File: src/rtl/pong_vga_renderer.sv
// rtl/pong_vga_renderer.sv - 640x480@60Hz VGA raster that renders the pong game state
// Game inputs are latched once per frame (hcnt 0, vcnt 480) so every displayed frame is coherent.
module pong_vga_renderer #(
  parameter int CLK_DIV = 2,
  parameter int PAD_W   = 10,
  parameter int BALL_R  = 5
) (
  input  logic       CLK,
  input  logic       RESET,
  input  logic [9:0] ballX,
  input  logic [9:0] ballY,
  input  logic [9:0] plat1X,
  input  logic [9:0] plat1Y,
  input  logic [9:0] plat2X,
  input  logic [9:0] plat2Y,
  input  logic [9:0] plat1H,
  input  logic [9:0] plat2H,
  input  logic [4:0] Score_1,
  input  logic [4:0] Score_2,
  input  logic       WIN1,
  input  logic       WIN2,
  output logic       VGA_HS,
  output logic       VGA_VS,
  output logic [3:0] VGA_R,
  output logic [3:0] VGA_G,
  output logic [3:0] VGA_B,
  output logic       frameTick
);

  localparam logic [1:0] DIV_MAX = 2'(CLK_DIV - 1);

  typedef struct packed {
    logic [9:0] ball_x;
    logic [9:0] ball_y;
    logic [9:0] p1_x;
    logic [9:0] p1_y;
    logic [9:0] p1_h;
    logic [9:0] p2_x;
    logic [9:0] p2_y;
    logic [9:0] p2_h;
    logic [4:0] score1;
    logic [4:0] score2;
    logic       win1;
    logic       win2;
  } game_t;

  typedef struct packed {
    logic ball;
    logic p1;
    logic p2;
    logic score;
    logic net;
    logic vis;
    logic hs;
    logic vs;
    logic win1;
    logic win2;
  } pix_t;

  localparam pix_t ST1_RST = '{hs: 1'b1, vs: 1'b1, default: 1'b0};

  logic [1:0]  div_q, div_d;
  logic [9:0]  hcnt_q, hcnt_d;
  logic [9:0]  vcnt_q, vcnt_d;
  game_t       shadow_q, shadow_d;
  pix_t        st1_q, st1_d;
  logic [11:0] rgb_q, rgb_d;
  logic        hs_q, hs_d;
  logic        vs_q, vs_d;

  logic        pix_en;
  logic        load;
  game_t       game_in;
  pix_t        hit;
  logic [10:0] h11, v11, bdx, bdy, s1_lo, s2_hi;

  // Stage 0: pixel divider, raster counters and the once-per-frame shadow load
  always_comb begin
    pix_en = (div_q == DIV_MAX);
    div_d  = pix_en ? 2'd0 : div_q + 2'd1;
    hcnt_d = hcnt_q;
    vcnt_d = vcnt_q;
    if (pix_en) begin
      if (hcnt_q == 10'd799) begin
        hcnt_d = 10'd0;
        vcnt_d = (vcnt_q == 10'd524) ? 10'd0 : vcnt_q + 10'd1;
      end else begin
        hcnt_d = hcnt_q + 10'd1;
      end
    end
    game_in   = '{ballX, ballY, plat1X, plat1Y, plat1H, plat2X, plat2Y, plat2H,
                  Score_1, Score_2, WIN1, WIN2};
    load      = pix_en && (hcnt_q == 10'd0) && (vcnt_q == 10'd480);
    shadow_d  = load ? game_in : shadow_q;
    frameTick = load;
  end

  // Stage 1: hit tests in 11 bits so wrapped (negative) coordinates never alias onto the screen
  always_comb begin
    h11   = {1'b0, hcnt_q};
    v11   = {1'b0, vcnt_q};
    bdx   = h11 + 11'(BALL_R) - {1'b0, shadow_q.ball_x};
    bdy   = v11 + 11'(BALL_R) - {1'b0, shadow_q.ball_y};
    s1_lo = 11'd630 - {3'b000, shadow_q.score1, 3'b000};
    s2_hi = 11'd10 + {3'b000, shadow_q.score2, 3'b000};

    hit.ball  = (bdx < 11'(2 * BALL_R)) && (bdy < 11'(2 * BALL_R));
    hit.p1    = (h11 >= {1'b0, shadow_q.p1_x}) && (h11 < {1'b0, shadow_q.p1_x} + 11'(PAD_W)) &&
                (v11 >= {1'b0, shadow_q.p1_y}) && (v11 < {1'b0, shadow_q.p1_y} + {1'b0, shadow_q.p1_h});
    hit.p2    = (h11 >= {1'b0, shadow_q.p2_x}) && (h11 < {1'b0, shadow_q.p2_x} + 11'(PAD_W)) &&
                (v11 >= {1'b0, shadow_q.p2_y}) && (v11 < {1'b0, shadow_q.p2_y} + {1'b0, shadow_q.p2_h});
    hit.score = (vcnt_q >= 10'd4) && (vcnt_q < 10'd12) &&
                (((h11 >= s1_lo) && (h11 < 11'd630)) || ((h11 >= 11'd10) && (h11 < s2_hi)));
    hit.net   = ((hcnt_q == 10'd319) || (hcnt_q == 10'd320)) && !vcnt_q[4];
    hit.vis   = (hcnt_q < 10'd640) && (vcnt_q < 10'd480);
    hit.hs    = !((hcnt_q >= 10'd656) && (hcnt_q < 10'd752));
    hit.vs    = !((vcnt_q >= 10'd490) && (vcnt_q < 10'd492));
    hit.win1  = shadow_q.win1;
    hit.win2  = shadow_q.win2;

    st1_d = pix_en ? hit : st1_q;
  end

  // Stage 2: colour priority and blanking
  always_comb begin
    rgb_d = rgb_q;
    hs_d  = hs_q;
    vs_d  = vs_q;
    if (pix_en) begin
      hs_d = st1_q.hs;
      vs_d = st1_q.vs;
      if (!st1_q.vis)       rgb_d = 12'h000;
      else if (st1_q.ball)  rgb_d = 12'hFFF;
      else if (st1_q.p1)    rgb_d = 12'hF00;
      else if (st1_q.p2)    rgb_d = 12'h00F;
      else if (st1_q.score) rgb_d = 12'h0F0;
      else if (st1_q.net)   rgb_d = 12'h888;
      else                  rgb_d = {st1_q.win1 ? 4'h4 : 4'h0, 4'h0, st1_q.win2 ? 4'h4 : 4'h0};
    end
  end

  always_ff @(posedge CLK or posedge RESET) begin
    if (RESET) begin
      div_q    <= 2'd0;
      hcnt_q   <= 10'd0;
      vcnt_q   <= 10'd0;
      shadow_q <= '0;
      st1_q    <= ST1_RST;
      rgb_q    <= 12'h000;
      hs_q     <= 1'b1;
      vs_q     <= 1'b1;
    end else begin
      div_q    <= div_d;
      hcnt_q   <= hcnt_d;
      vcnt_q   <= vcnt_d;
      shadow_q <= shadow_d;
      st1_q    <= st1_d;
      rgb_q    <= rgb_d;
      hs_q     <= hs_d;
      vs_q     <= vs_d;
    end
  end

  assign VGA_HS = hs_q;
  assign VGA_VS = vs_q;
  assign VGA_R  = rgb_q[11:8];
  assign VGA_G  = rgb_q[7:4];
  assign VGA_B  = rgb_q[3:0];

endmodule

File: config.mk
export PLATFORM = sky130hd
export DESIGN_NAME = pong_vga_renderer
export DESIGN_NICKNAME = d
export VERILOG_FILES = /design/src/rtl/pong_vga_renderer.sv
export SDC_FILE = /design/constraint.sdc
export NUM_CORES = 1
export LEC_CHECK = 0
export CAP_MARGIN = 40
export CORE_AREA = 10 10 190 192
export CTS_BUF_LIST = sky130_fd_sc_hd__clkbuf_4
export CTS_CLUSTER_DIAMETER = 40
export CTS_CLUSTER_SIZE = 12
export DETAILED_ROUTE_END_ITERATION = 8
export DIE_AREA = 0 0 200 202
export GPL_ROUTABILITY_DRIVEN = 0
export MAX_ROUTING_LAYER = met4
export PLACE_DENSITY = 0.52
export SLEW_MARGIN = 20
export SYNTH_ARGS = -nofsm -noshare
export SYNTH_HDL_FRONTEND = slang
export SYNTH_SLANG_ARGS = --single-unit
File: constraint.sdc
create_clock -name CLK -period 13.2 [get_ports CLK]
set_input_delay 2.64 -clock CLK [delete_from_list [all_inputs] [get_ports CLK]]
set_output_delay 2.64 -clock CLK [all_outputs]
set_load 0.02 [all_outputs]
==> results of run 1 <==
-- metrics by stage --
step | utilization [%] | hold WS (ps) | power [µW] | setup slack, ps
finish | 35.4 | 458 | 787 | 7580
global route | 35.4 | 477 | 820 | 7400
CTS | 35.2 | 471 | 800 | 7500
detailed placement | 34.1 | 454 | 457 | 8150
global placement | 34.1 | 446 | 457 | 8180
floorplan | - | 426 | 425 | 6980
-- worst max path at each step --
stage                end      start  slack, ps  cells past startpoint
2_1_floorplan   div_q[0]      RESET       6980                      1
3_3_place_gp   frameTick  hcnt_q[6]       8180                      5
3_5_place_dp   frameTick  hcnt_q[5]       8150                      5
4_1_cts        frameTick  hcnt_q[5]       7500                      5
5_1_grt        frameTick  hcnt_q[5]       7400                      5
6_report       frameTick  hcnt_q[6]       7580                      5
-- layer usage --
| metal | GRT usage (%) | part of all wire (%) | vias to the layer above |
|---|---|---|---|
| met5 | - | 0 | - |
| met4 | 2.95 | 0.75 | 0 |
| met3 | 2.18 | 3.8 | 11 |
| met2 | 20.6 | 47 | 130 |
| met1 | 17.4 | 48 | 3587 |
| li1 | - | - | 3759 |
-- Yosys cell counts, drive strengths merged, types with 13 or more instances --
cell type	n	area, µm²
dfrtp	130	3250
o211ai	13	97.6
a21oi	53	265
xor2	24	210
inv	86	323
xnor2	36	315
nand3	20	100
nor2	42	158
nor3	20	111
mux2	41	462
o21ai	89	445
nand2	108	405
buf	20	175
ha	154	1930
a21o	15	113
-- power groups by stage --
stage                     sequential [µW]  clock, µW  combinational, µW
final                                 410        338               38.1
after floorplan                       418          0               6.22
after global placement                418          0               38.7
after global routing                  411        368               42.1
after detailed placement              418          0               38.7
after CTS                             411        350               38.9
-- registers in the layout, summed over array words and instances, names as in the netlist --
register	cells
VGA_HS	1
div_q	2
rgb_q	8
VGA_VS	1
st1_q	10
hcnt_q	10
hit	2
shadow_q	90
vcnt_q	10
-- worst reg2reg max path, delay by kind of cell (launching register included) --
family,cells,cell delay [ps]
AOI/OAI and AO/OA,8,2010
xor gates and xnor gates,1,220
adders and majority gates,3,890
DFF,1,430
-- logic make-up (layout without fill, tap and decap cells) --
group | after synthesis | in the layout
buffers and inverters | 116 | 234
AOI/OAI and AO/OA | 246 | 246
adders and majority gates | 158 | 158
xor gates and xnor gates | 60 | 60
DFF | 134 | 134
other | 0 | 1
muxes | 41 | 41
and+or+nand+nor | 242 | 242
-- layout by cell type, fill, tap and decap left out, drive strengths merged, types with 6 or more instances in the layout --
cell type / netlist / layout
ha: 154 / 154
dfrtp: 130 / 130
nand2: 108 / 108
clkdlybuf4s50: 0 / 108
o21ai: 89 / 89
inv: 86 / 86
a21oi: 53 / 53
nor2: 42 / 42
mux2: 41 / 41
xnor2: 36 / 36
xor2: 24 / 24
nand3: 20 / 20
nor3: 20 / 20
clkbuf: 10 / 18
a21o: 15 / 15
o211ai: 13 / 13
o21a: 12 / 12
nand2b: 10 / 10
nand4: 8 / 8
o21bai: 8 / 8
buf: 20 / 8
o31ai: 7 / 7
a211oi: 7 / 7
clkinv: 0 / 7
nor2b: 6 / 6
nor4: 6 / 6
or2: 6 / 6
-- final cells by class --
class                           instances  area [µm²]  area share, %
Clock buffer                           18         135           1.18
Tap cell                              442         553           4.84
Multi-Input combinational cell        747        5650           49.5
Timing Repair Buffer                  116        1180           10.3
Inverter                               86         328           2.87
Sequential cell                       134        3360           29.4
Antenna cell                            1        2.50         0.0219
Clock inverter                         14         209           1.83
==> results.py, run 1 <==
metrics = {
    "min_path": {
        "holdPathStages": 2,
        "hp-start": "st1_q[3]",
        "holdPathEnd": "VGA_HS",
        "worstHoldPathType": "flip-flop to flip-flop",
    },
    "worst_setup_path": {
        "reg2reg_depth": 12,
        "crit_path_max_fanout": 12,
        "reg2reg_slack_ps": 9540,
        "cpPeakStageDelay_ps": 690,
        "worst-setup-path-type": "flip-flop to output pin",
        "startpoint_type": "flip-flop",
        "path_delay_family": "simple AND/OR/NAND/NOR gates",
        "critPathRequiredTime_ps": 10560,
        "crit_arrival_ps": 2980,
        "rr_startpoint": "shadow_q[22]",
        "slowest_stage": "clkdlybuf4s50_1",
        "r2r_end": "st1_q[7]",
        "critPathBufInv": 1,
        "cp-end-kind": "output pin",
        "cp_cell_sequence": "or2_1 > nor3_1 > nand2_1 > nor4_4 > clkdlybuf4s50_1",
    },
    "sta": {
        "slew_viol_final": 0,
        "tightestPinTransition_ps": 725,
        "rsz0062_at_grt": "false",
        "finalHoldViolCount": 0,
        "fin_worst_skew_ps": 32.2,
        "finalCriticalPeriod_ps": 5620,
        "slew_headroom_pct": 51.7,
        "max_clock_freq_mhz": 178,
        "finalCritPeriodShare_pct": 42.6,
        "setup_viol": 0,
        "tns_ps": 0,
    },
    "synth": {
        "synth_edf_count": 0,
        "synth_flop_cell": "dfrtp_1",
        "syn_area_um2": 9550,
        "ys_warn_count": 0,
        "synth_seq_area_share_pct": 35.2,
        "synth-xor-area-share_pct": 5.50,
        "syn_inst": 997,
        "synthMuxAreaShare_pct": 4.84,
        "synth_compound_area_share_pct": 16.0,
        "synth_cell_type_count": 61,
        "synthArstFlopShare_pct": 100,
        "ys_ff_latch": 134,
        "synth_top_family_by_area": "adder cells",
        "synth_adder_area_share_pct": 21.0,
        "postSynthNetCount": 1249,
        "synth_simple_gate_area_share_pct": 11.9,
        "syn_avg_cell_area_um2": 9.58,
    },
    "flow_run": {
        "max_cap_violations": 0,
    },
    "power_and_ir_drop": {
        "combPwrFrac_pct": 4.8,
        "max-vdd-ir-drop_uv": 54.9,
        "power_switching_share_pct": 23.0,
        "internal-power_uw": 606,
        "clock_power_share_pct": 43.0,
        "power.switching_uw": 181,
        "p_seq_share_pct": 52.2,
        "power_density_nw_per_um2": 68.9,
        "p_leak_uw": 0.00562,
    },
    "clock_tree": {
        "htree_num_levels": 4,
        "cts_tree": "built",
        "numCtsBuffers": 17,
        "cts_sinks": 134,
        "cts_resized": 0,
        "cts_hold_buffers": 0,
        "cts-root-buf": "clkbuf_4",
        "clk_pin_slew_ps": 130,
        "clk_latency_ps": 560,
        "post-cts-setup-buffer-count": 0,
        "cts_buffer_depth": 2,
    },
    "drt": {
        "vias": 7487,
        "vias_per_cell": 4.81,
        "ant_nets": 0,
        "wl_um": 25600,
        "drt_iter0_markers": 396,
        "drtPass1Iterations": 5,
        "drc_errors": 0,
        "wl_per_cell_um": 16.5,
    },
    "finish": {
        "final_cells": 1558,
        "final_cell_area_um2": 11400,
        "fin_nets": 1354,
        "drive_above_1_share_pct": 7.80,
        "fill_cells": 3310,
        "syn_to_final_growth_pct": 19.6,
    },
    "floorplanning": {
        "std_cell_rows": 66,
        "die_area_um2": 40400,
        "initial_utilization_pct": 29.6,
        "pin_count": 109,
        "core-area_um2": 32300,
        "die_h_um": 202,
        "die_x_um": 200,
    },
    "placement": {
        "portBuffers": 108,
        "placed_cells": 1523,
        "dp_hpwl_um": 20000,
        "placed_area_um2": 11000,
    },
    "global_routing": {
        "grt_max_degree": 81,
        "grt_pass1_vias": 7536,
        "overflow": 0,
        "grt_pass1_wl_um": 41000,
        "antenna_found_initial": 1,
        "track_usage_pct": 13.1,
    },
    "run_status": {
        "outcome": "complete, no violations",
    },
}
No activity file was read; power rests on OpenSTA's default activity.
==> run 2: changes to the inputs <==
clock period = 5.84 ns   (was 13.2 ns; I/O delays follow)
==> run 2 against run 1 <==
Clock power rose by 94%. Sequential share of layout area is 0.21 points higher. Die area stayed put. Flip-flop and latch count unchanged. Sequential power rose by 130%. Combinational power increased by 130%.
==> results.py, run 2 (synthesis gave the netlist of run 1 again) <==
metrics = {
    "run_status": {
        "outcome": "complete, no violations",
    },
    "worst_setup_path": {
        "crit_path_max_fanout": 12,
        "crit_arrival_ps": 2990,
        "cp-end-kind": "output pin",
        "worst-setup-path-type": "flip-flop to output pin",
        "startpoint_type": "flip-flop",
        "critPathRequiredTime_ps": 4670,
    },
    "clock_tree": {
        "cts_buffer_depth": 2,
        "numCtsBuffers": 17,
        "cts_resized": 0,
        "htree_num_levels": 4,
        "clk_pin_slew_ps": 130,
        "cts_tree": "built",
        "clk_latency_ps": 570,
        "post-cts-setup-buffer-count": 0,
        "cts-root-buf": "clkbuf_4",
        "cts_sinks": 134,
        "cts_hold_buffers": 0,
    },
    "drt": {
        "ant_nets": 0,
        "vias": 7337,
        "vias_per_cell": 4.71,
        "drc_errors": 0,
        "wl_per_cell_um": 16.2,
        "wl_um": 25200,
        "drtPass1Iterations": 5,
        "drt_iter0_markers": 358,
    },
    "finish": {
        "fin_nets": 1353,
        "largest_reg_flops": 90,
        "drive_above_1_share_pct": 7.54,
        "ff_latch_area_um2": 3360,
        "final_cell_area_um2": 11300,
        "final_cells": 1558,
        "syn_to_final_growth_pct": 18.8,
        "multi_input_area_um2": 5650,
        "fill_cells": 3357,
        "fin_util_pct": 35.1,
        "regMostFlops": "shadow_q",
        "final_cell_mix": "ha_1, dfrtp_1, nand2_1, clkdlybuf4s50_1, inv_1",
        "mostFrequentLayoutCell": "ha_1",
    },
    "placement": {
        "placed_area_um2": 11000,
        "dp_hpwl_um": 19400,
        "placed_cells": 1524,
        "portBuffers": 108,
    },
    "sta": {
        "tns_ps": 0,
        "finalCriticalPeriod_ps": 4160,
        "slew_headroom_pct": 47.8,
        "worst_hold_slack_ps": 436,
        "max_clock_freq_mhz": 241,
        "setup_viol": 0,
        "slew_viol_final": 0,
        "fin_worst_skew_ps": 19.5,
        "rsz0062_at_grt": "false",
        "tightestPinTransition_ps": 783,
        "finalHoldViolCount": 0,
        "finalCritPeriodShare_pct": 71.2,
    },
    "floorplanning": {
        "core-area_um2": 32300,
        "pin_count": 109,
        "initial_utilization_pct": 29.6,
        "die_x_um": 200,
        "die_h_um": 202,
        "die_area_um2": 40400,
        "std_cell_rows": 66,
    },
    "global_routing": {
        "grt_pass1_wl_um": 41300,
        "grt_max_degree": 79,
        "track_usage_pct": 13.3,
        "antenna_found_initial": 1,
        "overflow": 0,
        "grt_pass1_vias": 7573,
    },
    "power_and_ir_drop": {
        "p_leak_uw": 0.00557,
        "power_density_nw_per_um2": 148,
        "max-vdd-ir-drop_uv": 75.2,
    },
    "flow_run": {
        "max_cap_violations": 0,
    },
    "min_path": {
        "worstHoldPathType": "flip-flop to flip-flop",
    },
}
[run 2: cell count changes in the layout (fill, tap and decap cells not counted)]
cell        delta
clkinv_4       -3
clkinvlp_4     +3
bufinv_16      -2
clkinv_1       +2
buf_16         -1
clkbuf_4       -1
diode_2        +1
inv_6          +1
[run 2: per-stage QoR]
stage | worst slack, ps | total power (µW)
floorplan | 1100 | 960
global placement | 2320 | 1030
detailed placement | 2270 | 1040
CTS | 1610 | 1700
global route | 1500 | 1750
finish | 1680 | 1670
[run 2: cell type report]
| type | count | share of cell area (%) |
|---|---|---|
| clock buffers | 17 | 1.13 |
| well taps | 442 | 4.88 |
| diodes | 2 | 0.0441 |
| flip-flops and latches | 134 | 29.6 |
| multi-input cells | 747 | 49.9 |
| repair buffers | 115 | 10.2 |
| clock inverters | 15 | 1.42 |
| inverters | 86 | 2.89 |
[run 2: worst paths after layout]
path	start	end	slack, ps	depth (start not counted)
max	hcnt_q[5]	frameTick	1680	5
min reg2reg	div_q[0]	div_q[1]	440	1
min in group asynchronous	RESET	shadow_q[29]	1000	2
min	div_q[0]	div_q[1]	440	1
max reg2reg	hcnt_q[5]	shadow_q[12]	2260	7
max in group asynchronous	RESET	st1_q[3]	3960	3
[run 2: power breakdown]
group          internal (µW)  switching [µW]  total [µW]  leakage, µW
clock                    289             368         657     0.000140
sequential               928               0         928      0.00157
combinational           57.1            30.8        87.9      0.00386
[run 2: worst max-delay path, stage by stage (launching register included)]
cell	delay [ps]
dfrtp_1	640
or2_1	410
nor3_1	210
nand2_1	140
nor4_4	240
clkdlybuf4s50_1	770
[run 2: layer usage]
layer	track usage (%)	vias up	share of wire (%)
met5	-	-	0
met4	3.54	0	1.0
met3	2.23	19	3.2
met2	20.9	102	47
met1	17.2	3461	49
li1	-	3755	-
==> run 3: changes to the inputs <==
clock period = 4.2 ns   (was 5.84 ns; I/O delays follow)
==> run 3 against run 2 <==
Sequential share of layout area is 0.31 points lower. Critical path depth is 2 lower. Count of clock-buffer cells in the layout is 1 higher. Critical path type unchanged.
==> results.py, run 3 (synthesis gave the netlist of run 1 again) <==
metrics = {
    "run_status": {
        "outcome": "complete, no violations",
    },
    "global_routing": {
        "track_usage_pct": 13.6,
        "antenna_found_initial": 1,
        "grt_max_degree": 144,
        "grt_pass1_vias": 7808,
        "grt_pass1_wl_um": 42500,
        "overflow": 0,
    },
    "worst_setup_path": {
        "critPathLaunch": "vcnt_q[9]",
        "crit_path_max_fanout": 10,
        "r2r_end": "st1_q[7]",
        "reg2reg_depth": 12,
        "startpoint_type": "flip-flop",
        "reg2reg_slack_ps": 700,
        "crit_arrival_ps": 2920,
        "rr_startpoint": "shadow_q[22]",
        "critPathRequiredTime_ps": 3360,
        "worst-setup-path-type": "flip-flop to output pin",
        "cp-end-kind": "output pin",
    },
    "finish": {
        "fin_nets": 1366,
        "fill_cells": 3334,
        "final_cell_area_um2": 11500,
        "largest_reg_flops": 90,
        "syn_to_final_growth_pct": 20.0,
        "drive_above_1_share_pct": 8.96,
        "final_cell_mix": "ha_1, dfrtp_1, nand2_1, clkdlybuf4s50_1, inv_1",
        "mostFrequentLayoutCell": "ha_1",
        "regMostFlops": "shadow_q",
    },
    "floorplanning": {
        "std_cell_rows": 66,
        "die_x_um": 200,
        "core-area_um2": 32300,
        "die_h_um": 202,
        "pin_count": 109,
        "initial_utilization_pct": 29.6,
        "die_area_um2": 40400,
    },
    "min_path": {
        "holdPathStages": 1,
        "hp-start": "div_q[0]",
        "worstHoldPathType": "flip-flop to flip-flop",
        "holdPathEnd": "div_q[1]",
    },
    "drt": {
        "dr_wl_met2_um": 11900,
        "top_layer": "met4",
        "wl_um": 25700,
        "vias_per_cell": 4.75,
        "drc_errors": 0,
        "drt_iter0_markers": 353,
        "vias": 7461,
        "route.met3.wl_um": 1060,
        "wl_per_cell_um": 16.4,
        "drtPass1Iterations": 4,
        "ant_nets": 0,
        "routedLengthMet1_um": 12400,
    },
    "sta": {
        "slew_headroom_pct": 49.8,
        "tns_ps": 0,
        "fin_ws_ps": 437,
        "setup_viol": 0,
        "max_clock_freq_mhz": 266,
        "fin_worst_skew_ps": 29.2,
        "worst_hold_slack_ps": 461,
        "finalHoldViolCount": 0,
        "finalCriticalPeriod_ps": 3760,
        "rsz0062_at_grt": "false",
        "tightestPinTransition_ps": 754,
        "slew_viol_final": 0,
        "finalCritPeriodShare_pct": 89.6,
    },
    "clock_tree": {
        "htree_num_levels": 4,
        "clk_pin_slew_ps": 120,
        "cts_tree": "built",
        "cts_resized": 0,
        "cts-root-buf": "clkbuf_4",
        "post-cts-setup-buffer-count": 0,
        "cts_hold_buffers": 0,
        "cts_sinks": 134,
        "numCtsBuffers": 17,
        "clk_latency_ps": 560,
        "cts_buffer_depth": 2,
    },
    "power_and_ir_drop": {
        "p_total_uw": 2380,
        "p_leak_uw": 0.00565,
        "p_seq_share_pct": 54.3,
        "internal-power_uw": 1790,
        "power_density_nw_per_um2": 207,
        "max-vdd-ir-drop_uv": 127,
        "power.switching_uw": 583,
        "power_switching_share_pct": 24.5,
        "clock_power_share_pct": 40.7,
        "combPwrFrac_pct": 5.0,
    },
    "placement": {
        "portBuffers": 108,
        "place_ws_ps": 801,
        "placed_area_um2": 11100,
        "dp_hpwl_um": 19100,
    },
    "flow_run": {
        "max_cap_violations": 0,
    },
}
[run 3: cell types whose count changed in the layout (fill, tap and decap cells not counted), moves of 2 or more]
cell / before / now
buf_12: 0 / 2
buf_4: 6 / 18
clkinv_1: 4 / 0
clkinv_4: 0 / 3
[run 3: area by class of cell]
type / instances / area, µm² / share of cell area (%)
flip-flops and latches: 134 / 3360 / 29.3
well taps: 442 / 553 / 4.83
repair buffers: 128 / 1260 / 11.0
diodes: 1 / 2.50 / 0.0218
inverters: 86 / 327 / 2.85
multi-input cells: 747 / 5650 / 49.3
clock buffers: 18 / 135 / 1.18
clock inverters: 14 / 175 / 1.53
[run 3: power by group through the flow]
stage | Combinational, µW | Sequential, µW | Clock [µW]
floorplan | 19.8 | 1310 | 0
global placement | 122 | 1310 | 0
detailed placement | 122 | 1310 | 0
CTS | 123 | 1290 | 1010
global route | 130 | 1290 | 1070
finish | 118 | 1290 | 968
[run 3: worst max path at each step]
stage,endpoint,cells after the start
2_1_floorplan,st1_q[7],12
3_3_place_gp,st1_q[7],12
3_5_place_dp,st1_q[7],12
4_1_cts,frameTick,3
5_1_grt,frameTick,3
6_report,frameTick,3
[run 3: stage by stage]
stage                     util (%)  std cells
after global routing          35.5       1570
after detailed placement      34.5       1537
after floorplan                  -        997
after CTS                     35.5       1569
final                         35.5       1570
after global placement        34.5       1537
[run 3: critical path, stage by stage, from the launching register on]
cell and delay (ps):
dfrtp_1 620, or4_4 600, nor4_4 460, clkdlybuf4s50_1 710
[run 3: layer usage]
| layer | global-route usage (%) | vias to the layer above |
|---|---|---|
| met2 | 21.1 | 124 |
| met1 | 18.0 | 3550 |
| met4 | 3.60 | 0 |
| met3 | 2.11 | 13 |
| met5 | - | - |
| li1 | - | 3774 |
